## src/rtl/pid_pkg.sv

```systemverilog
// rtl/pid_pkg.sv - shared definitions for the PID controller / plant front end
//
// Purpose: widths, the shadow-register state type and PWM constants shared by
//          the PID controller and pid_plant_io.
// Contents:
//   DUTY_W, FB_W       control word and feedback sample widths
//   PWM_MAX            terminal value of the 8-bit PWM counter
//   shadow_state_e     EMPTY / FULL state of the duty shadow register
//   sat_inc()          saturating increment used by the tach counter
package pid_pkg;

  localparam int DUTY_W = 8;
  localparam int FB_W   = 8;

  localparam logic [7:0] PWM_MAX = 8'hFF;

  typedef enum logic {
    EMPTY = 1'b0,
    FULL  = 1'b1
  } shadow_state_e;

  // Adds inc to v, sticking at all-ones instead of wrapping.
  function automatic logic [FB_W-1:0] sat_inc(input logic [FB_W-1:0] v,
                                               input logic            inc);
    logic [FB_W-1:0] r;
    r = v;
    if (inc && (v != {FB_W{1'b1}})) begin
      r = v + FB_W'(1);
    end
    return r;
  endfunction

endpackage

```

## src/rtl/tach_counter.sv

```systemverilog
// rtl/tach_counter.sv - tachometer synchronizer, optional glitch filter, edge counter
//
// Purpose: brings the asynchronous tach pulse train into the clk domain,
//          detects rising edges and counts them with saturation at all-ones.
// Build option: TACH_GLITCH_FILTER_EN inserts a 3-cycle stability filter
//               between the synchronizer and the edge detector.
// Ports:
//   clk      in   clock
//   rst_n    in   asynchronous active-low reset
//   tach_in  in   asynchronous tachometer input
//   clear    in   zero the stored count at the end of this cycle
//   count    out  stored count plus an edge detected in this cycle (saturating)
module tach_counter
  import pid_pkg::*;
(
  input  logic            clk,
  input  logic            rst_n,
  input  logic            tach_in,
  input  logic            clear,
  output logic [FB_W-1:0] count
);

  logic            sync1;
  logic            sync2;
  logic            level;
  logic            level_d;
  logic            rise;
  logic [FB_W-1:0] cnt_q;

  always_ff @(posedge clk or negedge rst_n) begin
    if (!rst_n) begin
      sync1 <= 1'b0;
      sync2 <= 1'b0;
    end else begin
      sync1 <= tach_in;
      sync2 <= sync1;
    end
  end

`ifdef TACH_GLITCH_FILTER_EN
  // The filtered level follows sync2 only after sync2 has disagreed with it
  // for three consecutive clocks; any return to agreement restarts the run.
  logic [1:0] run_q;
  logic       filt_q;

  always_ff @(posedge clk or negedge rst_n) begin
    if (!rst_n) begin
      run_q  <= 2'd0;
      filt_q <= 1'b0;
    end else if (sync2 == filt_q) begin
      run_q <= 2'd0;
    end else if (run_q == 2'd2) begin
      filt_q <= sync2;
      run_q  <= 2'd0;
    end else begin
      run_q <= run_q + 2'd1;
    end
  end

  assign level = filt_q;
`else
  assign level = sync2;
`endif

  always_ff @(posedge clk or negedge rst_n) begin
    if (!rst_n) begin
      level_d <= 1'b0;
    end else begin
      level_d <= level;
    end
  end

  assign rise = level & ~level_d;

  // count already includes this cycle's edge so a window closing on the same
  // cycle as an edge still sees it; the clear then discards it from the next.
  assign count = sat_inc(cnt_q, rise);

  always_ff @(posedge clk or negedge rst_n) begin
    if (!rst_n) begin
      cnt_q <= '0;
    end else if (clear) begin
      cnt_q <= '0;
    end else begin
      cnt_q <= count;
    end
  end

endmodule

```

## src/rtl/pid_plant_io.sv

```systemverilog
// rtl/pid_plant_io.sv - plant-side PWM actuator and tach feedback front end
//
// Purpose: accepts duty words from the PID controller over valid/ready,
//          double-buffers them so they change only on PWM period boundaries,
//          drives a registered PWM output and returns a tach pulse count once
//          per measurement window.
// Build option: TACH_GLITCH_FILTER_EN (see tach_counter).
// Parameters:
//   PRESCALE  clk cycles per PWM tick, 1..256
//   WINDOW    PWM periods per feedback window, 1..256
// Ports:
//   clk           in   clock
//   rst_n         in   asynchronous active-low reset
//   duty_in       in   control word
//   duty_valid    in   duty_in valid
//   duty_ready    out  shadow register empty
//   pwm_out       out  registered PWM drive
//   period_start  out  one-cycle pulse at the start of each PWM period
//   tach_in       in   asynchronous tachometer input
//   fb_out        out  latest feedback sample
//   fb_valid      out  one-cycle pulse when fb_out updates
module pid_plant_io
  import pid_pkg::*;
#(
  parameter int PRESCALE = 4,
  parameter int WINDOW   = 16
) (
  input  logic              clk,
  input  logic              rst_n,
  input  logic [DUTY_W-1:0] duty_in,
  input  logic              duty_valid,
  output logic              duty_ready,
  output logic              pwm_out,
  output logic              period_start,
  input  logic              tach_in,
  output logic [FB_W-1:0]   fb_out,
  output logic              fb_valid
);

  localparam int PRE_W = (PRESCALE > 1) ? $clog2(PRESCALE) : 1;
  localparam int WIN_W = (WINDOW > 1) ? $clog2(WINDOW) : 1;
  localparam logic [PRE_W-1:0] PRE_LAST = PRE_W'(PRESCALE - 1);
  localparam logic [WIN_W-1:0] WIN_LAST = WIN_W'(WINDOW - 1);

  logic [PRE_W-1:0]  pre_cnt;
  logic [7:0]        pwm_cnt;
  logic [7:0]        pwm_cnt_nxt;
  logic [WIN_W-1:0]  win_cnt;
  logic              tick;
  logic              boundary;
  logic              window_end;
  logic              accept;

  shadow_state_e     state;
  logic [DUTY_W-1:0] shadow;
  logic [DUTY_W-1:0] active_duty;
  logic [DUTY_W-1:0] active_nxt;
  logic [FB_W-1:0]   tach_count;

  // ---------------------------------------------------------------- timebase
  assign tick        = (pre_cnt == PRE_LAST);
  assign boundary    = tick && (pwm_cnt == PWM_MAX);
  assign window_end  = boundary && (win_cnt == WIN_LAST);
  assign pwm_cnt_nxt = tick ? (pwm_cnt + 8'd1) : pwm_cnt;

  always_ff @(posedge clk or negedge rst_n) begin
    if (!rst_n) begin
      pre_cnt <= '0;
      pwm_cnt <= 8'd0;
    end else begin
      pre_cnt <= tick ? '0 : (pre_cnt + PRE_W'(1));
      pwm_cnt <= pwm_cnt_nxt;
    end
  end

  always_ff @(posedge clk or negedge rst_n) begin
    if (!rst_n) begin
      win_cnt <= '0;
    end else if (boundary) begin
      win_cnt <= (win_cnt == WIN_LAST) ? '0 : (win_cnt + WIN_W'(1));
    end
  end

  // ------------------------------------------------------ duty double buffer
  assign duty_ready = (state == EMPTY);
  assign accept     = duty_valid && duty_ready;

  // A word accepted on a boundary cycle lands in shadow only, because the
  // transfer below looks at the registered state, which is still EMPTY.
  assign active_nxt = (boundary && (state == FULL)) ? shadow : active_duty;

  always_ff @(posedge clk or negedge rst_n) begin
    if (!rst_n) begin
      state       <= EMPTY;
      shadow      <= '0;
      active_duty <= '0;
    end else begin
      active_duty <= active_nxt;
      case (state)
        EMPTY: begin
          if (accept) begin
            shadow <= duty_in;
            state  <= FULL;
          end
        end
        FULL: begin
          if (boundary) begin
            state <= EMPTY;
          end
        end
        default: state <= EMPTY;
      endcase
    end
  end

  // Compare against next-state values so the new duty and the new period
  // appear together with period_start.
  always_ff @(posedge clk or negedge rst_n) begin
    if (!rst_n) begin
      pwm_out      <= 1'b0;
      period_start <= 1'b0;
    end else begin
      pwm_out      <= (pwm_cnt_nxt < active_nxt);
      period_start <= boundary;
    end
  end

  // ---------------------------------------------------------------- feedback
  tach_counter u_tach (
    .clk     (clk),
    .rst_n   (rst_n),
    .tach_in (tach_in),
    .clear   (window_end),
    .count   (tach_count)
  );

  always_ff @(posedge clk or negedge rst_n) begin
    if (!rst_n) begin
      fb_out   <= '0;
      fb_valid <= 1'b0;
    end else begin
      fb_valid <= window_end;
      if (window_end) begin
        fb_out <= tach_count;
      end
    end
  end

endmodule

```

## config.mk

```make
export PLATFORM = sky130hd
export DESIGN_NAME = pid_plant_io
export DESIGN_NICKNAME = d
export VERILOG_FILES = /design/src/rtl/pid_pkg.sv /design/src/rtl/tach_counter.sv /design/src/rtl/pid_plant_io.sv
export SDC_FILE = /design/constraint.sdc
export NUM_CORES = 1
export LEC_CHECK = 0
export BUFFER_PORTS_ARGS = -buffer_cell sky130_fd_sc_hd__buf_2
export CORE_MARGIN = 1.5
export CORE_UTILIZATION = 40
export CTS_BUF_LIST = sky130_fd_sc_hd__clkbuf_16
export DETAILED_ROUTE_END_ITERATION = 12
export GPL_TIMING_DRIVEN = 1
export PLACE_DENSITY = 0.67
export REMOVE_ABC_BUFFERS = 1
export SLEW_MARGIN = 10
export SYNTH_ARGS = -nofsm -noshare
export SYNTH_HDL_FRONTEND = slang
export SYNTH_SLANG_ARGS = --single-unit
```

## constraint.sdc

```tcl
create_clock -name clk -period 3.1 [get_ports clk]
set_input_delay 0.775 -clock clk [delete_from_list [all_inputs] [get_ports clk]]
set_output_delay 0.775 -clock clk [all_outputs]
set_load 0.1 [all_outputs]
```

======== Word-level counts from Yosys, hierarchy flattened ========
Cells that the tools add are included.
word-level totals
  bits in latches ......................... 0
  input bits .............................. 12
  memory bits (writable) .................. 0
  register bits ........................... 53
  memories kept ........................... 0
  memory bits (read-only) ................. 0
cells by class
  eq/ne operators ......................... 4
  divide/modulo/power cells ............... 0
  mux-type cells .......................... 9
  reductions and logical operators ........ 6
  bitwise logic cells ..................... 3
  add/sub/neg operators ................... 4
  $mul .................................... 0
  order comparisons ....................... 1
  shifts and indexed selects .............. 0
operator list
  operator                                                        number
  8-bit 2-to-1 mux                                                4
  8-bit by 1-bit adder with 8-bit output (second input constant)  2
  8-bit equality test (second input constant)                     1
  8-bit < comparator                                              1
  8-bit inequality test (second input constant)                   1
  1-bit logical AND                                               5
  4-bit by 1-bit adder with 4-bit output (second input constant)  1
  4-bit equality test (second input constant)                     1
  4-bit 2-to-1 mux                                                1
  2-bit by 1-bit adder with 2-bit output (second input constant)  1
  2-bit equality test (second input constant)                     1
  1-bit 2-to-1 mux                                                2
  2-bit 2-to-1 mux                                                1
  1-bit inverter                                                  2
  1-bit one-hot mux with 2 select lines                           1
  2-bit AND reduction                                             1
  1-bit AND                                                       1

======== Depth between registers and ports, before layout ========
  word-level depth ........................ 5
  mapped depth ............................ 12

======== By module ========
Synthesis repeated with hierarchy kept, for this count alone.
second synthesis, totals
  cells, all modules ...................... 186
  area, all modules ....................... 2394.8 um2
modules (own cells, without submodules)
  module        cells each  area an instance (um2)  sequential area each (um2)  instances
  pid_plant_io  135         1834.3                  1051.0                      1
  tach_counter  51          560.5                   275.3                       1

======== Worst setup path before layout ========
Ideal clock, no wire load.
  path type ............................... register to register
  start ................................... register pre_cnt[0]
  end ..................................... register pwm_out
  cell stages (with the launch flop) ...... 13
  slack ................................... 355 ps
  period minus slack after synthesis ...... 2745 ps
  data arrival time ....................... 2645 ps
  required time ........................... 3001 ps
  path through ............................ dfrtp_1 ha_1 buf_2 and4_1 nand3_1 buf_2 mux2_2 inv_1 ha_1 a211oi_1 nand3_1 or2_2 a311oi_1
between the ends
  word-level cells in the longest chain between the ends .. 5
  elaborated cells on any way between the ends .. 6
RTL lines
  element                 RTL line             source
  from (decl)             pid_plant_io.sv:45   logic [PRE_W-1:0] pre_cnt;
  from (signal assigned)  pid_plant_io.sv:71   pre_cnt <= tick ? '0 : (pre_cnt + PRE_W'(1));
  2-bit equality test     pid_plant_io.sv:61   assign tick = (pre_cnt == PRE_LAST);
  1-bit logical AND       pid_plant_io.sv:62   assign boundary = tick && (pwm_cnt == PWM_MAX);
  1-bit logical AND       pid_plant_io.sv:90   assign active_nxt = (boundary && (state == FULL)) ? shadow : active_duty;
  8-bit 2-to-1 mux        pid_plant_io.sv:90
  via active_nxt[3]       pid_plant_io.sv:57   logic [DUTY_W-1:0] active_nxt;
  8-bit < comparator      pid_plant_io.sv:123  pwm_out <= (pwm_cnt_nxt < active_nxt);
  to (signal assigned)    pid_plant_io.sv:123
  to (decl)               pid_plant_io.sv:33   output logic pwm_out,
The timed path passes the listed nets, and every way through them passes these cells.
A chain may end at the register's enable or synchronous reset.

======== Worst setup path in the final report ========
Same ends and word-level chain as after synthesis.

==> out/qor.csv <==
metric,value,unit
outcome,completed,
Multi-input gate area,971,µm²
area grow syn2layout,14.6,%
Nets,249,
DR DRC count,0,
CTS sink cnt,53,
Critical Path End Type,register,
hold crit path type,register to register,
cell internal pwr,1090,µW
Starting Density,42.3,%
clock tree from TritonCTS,yes,
Worst Path Buf+Inv,1,
highest-delay cell along the critical path,dfrtp_1,
Placed Area,2580,µm²
Routed WL,4040,µm
"Reg clk slew, reported paths",0.07,ns
# diodes,0,
total CTS buffers,5,
"reg-to-reg slack, setup",0.47,ns
#FFs+latches synth,53,
Crit path required time,3.29,ns
CP Cell Sequence,"ha_1, and4_1, nand3_1, mux2_2, inv_1, ha_1, a211oi_1, nand3_1, or2_2, a311oi_1",
first-pass GRT wire length,6840,µm
synth warn,0,
FILL cells,540,
final setup vio count,0,
clock buffer depth,2,
Max Slew Vio Count,0,
Cells after Synth,198,
Synth area leaders,"dfrtp_1, mux2_2, ha_1",
RSZ-0062 raised after global routing,false,
Vias per Instance,5.16,
core area,5610,µm²
Final TNS setup,0,ns
register share of total power,54.7,%
vias in the first global route,1453,
GRT Residual Overflow,0,
share of cells above drive strength 1,23.3,%
CP Depth,10,
total global routing track utilization,14.1,%
PD cells,536,nW/µm²
Worst Tran Pin Value,0.868,ns
die footprint,6400,µm²
Yosys top cell area share,55.9,%
crit path from,pre_cnt[0]$_DFF_PN0_,
Yosys cell types,36,
Crit path arrival time,2.83,ns
Clock Latency Late Sink,0.29,ns
final period utilization,85.0,%
row count,27,
drt wl/cell,13.5,µm
Worst Skew,0.00481,ns
register area,1330,µm²
Clk pwr share,36.2,%
mapped cell area,2370,µm²
antenna violations before repair,0,
Final HPWL DP,2930,µm
chip width,80.0,µm
CTS Hold Bufs,0,
"slowest stage delay, CP",0.38,ns
First-pass DRT Iterations,4,
combinational share of power,9.1,%
r2r startpoint,pre_cnt[0]$_DFF_PN0_,
CP Launch Type,register,
Lkg Pwr,0.00143,µW
pin count of the biggest net entering global routing,42,
fmax,0.380,GHz
Port Buffer Count,23,
Top delay family on crit path,simple AND/OR/NAND/NOR gates,
MaxCap Viol Count,0,
CTS Root Cell,clkbuf_16,
setup bufs post-CTS,0,
global placer's final weighted congestion,0.812,
FF-to-FF End,pwm_out$_DFF_PN0_,
Resized Gates After CTS,0,
sequential fraction of the synthesis area,55.9,%
Synth area leader,dfrtp_1,
Final Hold Violating Endpoints,0,
Tmin final,2.63,ns
Crit Path Class,register to register,
Die Height,80.0,µm
Routed Antenna Nets,0,
Rel. slew slack,42.1,%
via count,1544,
num ports,24,
final non-filler cell area,2720,µm²
crit path to,pwm_out$_DFF_PN0_,
CP max FO,8,
Iter 0 DRT Violations,104,
VDD IR max,298,µV
htree depth,2,
Reg2Reg Depth,10,
sw power,364,µW
Switching Fraction,25.0,%
"Avg Cell Area, Syn",12.0,µm²
[power by group through the flow]
stage	combinational [µW]	sequential [µW]	clock [µW]
floorplan	91.4	795	0
global placement	128	807	0
detailed placement	134	809	0
CTS	135	797	547
global route	151	807	577
finish	132	798	528
[worst min-delay path by stage]
stage / from / to / slack, ns / depth (start not counted)
final: u_tach.sync1$_DFF_PN0_ / u_tach.level$_DFF_PN0_ / 0.37 / 0
after global routing: u_tach.sync1$_DFF_PN0_ / u_tach.level$_DFF_PN0_ / 0.38 / 0
after CTS: u_tach.sync1$_DFF_PN0_ / u_tach.level$_DFF_PN0_ / 0.37 / 0
after detailed placement: u_tach.sync1$_DFF_PN0_ / u_tach.level$_DFF_PN0_ / 0.34 / 0
after global placement: u_tach.sync1$_DFF_PN0_ / u_tach.level$_DFF_PN0_ / 0.34 / 0
after floorplan: u_tach.sync1$_DFF_PN0_ / u_tach.level$_DFF_PN0_ / 0.33 / 0
[kinds of logic (layout without fill, tap and decap cells)]
logic type,count (synthesis),count (layout),synth area share (%)
and+or+nand+nor,54,54,13.1
buffers and inverters,19,48,3.22
xor gates and xnor gates,11,11,4.06
DFF,53,53,55.9
adders and majority gates,11,11,5.80
muxes,23,23,10.4
AOI/OAI and AO/OA,27,27,7.48
[cells in the mapped netlist, drive strengths merged]
library cell  instances
a2111oi               2
a211oi                2
a21o                  1
a21oi                 9
a311oi                1
a31oi                 2
a41o                  1
and3                  2
and4                  3
and4b                 1
buf                   4
clkbuf                2
dfrtp                53
ha                   11
inv                  13
mux2                 14
mux2i                 9
nand2                 5
nand2b                4
nand3                 9
nand4                 8
nor2                 13
nor2b                 2
nor3                  2
o211ai                2
o21a                  2
o21ai                 5
or2                   1
or3                   2
or4b                  2
xnor2                 9
xor2                  2
[layer usage]
| layer | global-route usage [%] | up-vias | share of wire, % | wire length, µm |
|---|---|---|---|---|
| met5 | 0 | - | 0 | 0 |
| met4 | 4.66 | 0 | 1.5 | 59 |
| met3 | 4.11 | 9 | 3.4 | 138 |
| met2 | 23.4 | 22 | 51 | 2070 |
| met1 | 17.4 | 755 | 44 | 1770 |
| li1 | - | 758 | - | - |
[state kept, by name (all words and copies together) (netlist names)]
register / cells
state: 1
u_tach.cnt_q: 8
pre_cnt: 2
fb_out: 8
fb_valid: 1
pwm_out: 1
shadow: 8
period_start: 1
win_cnt: 4
u_tach.sync1: 1
u_tach.level_d: 1
u_tach.level: 1
pwm_cnt: 8
active_duty: 8
[through the flow]
stage | hold slack, ns | power [µW] | setup WS (ns) | instances | util, %
6_report | 0.368 | 1460 | 0.465 | 299 | 48.5
4_1_cts | 0.371 | 1480 | 0.449 | 299 | 48.5
5_1_grt | 0.384 | 1530 | 0.302 | 299 | 48.5
3_3_place_gp | 0.336 | 935 | 0.537 | 291 | 46.0
2_1_floorplan | 0.331 | 886 | 0.326 | 192 | -
3_5_place_dp | 0.343 | 944 | 0.473 | 291 | 46.0
[final cells by class]
cell class | instances | share of cell area (%)
sequential | 53 | 48.8
inverter | 13 | 1.79
clock inverter | 3 | 0.506
tap | 72 | 3.31
multi-input combinational | 126 | 35.7
clock buffer | 5 | 4.60
timing repair buffer | 27 | 5.34
[placed cells by master (no fill, tap or decap), types with 4 or more instances in the layout]
cell and count:
nand3_1 9, dfrtp_1 53, nor2_1 13, clkbuf_16 5, o21ai_0 5, mux2i_1 9, buf_2 23, nand2_1 5
inv_1 14, ha_1 11, a21oi_1 9, mux2_2 14, nand4_1 7, buf_4 4, nand2b_1 4, xnor2_1 9
Note: power is estimated with default switching activity, not from simulation.
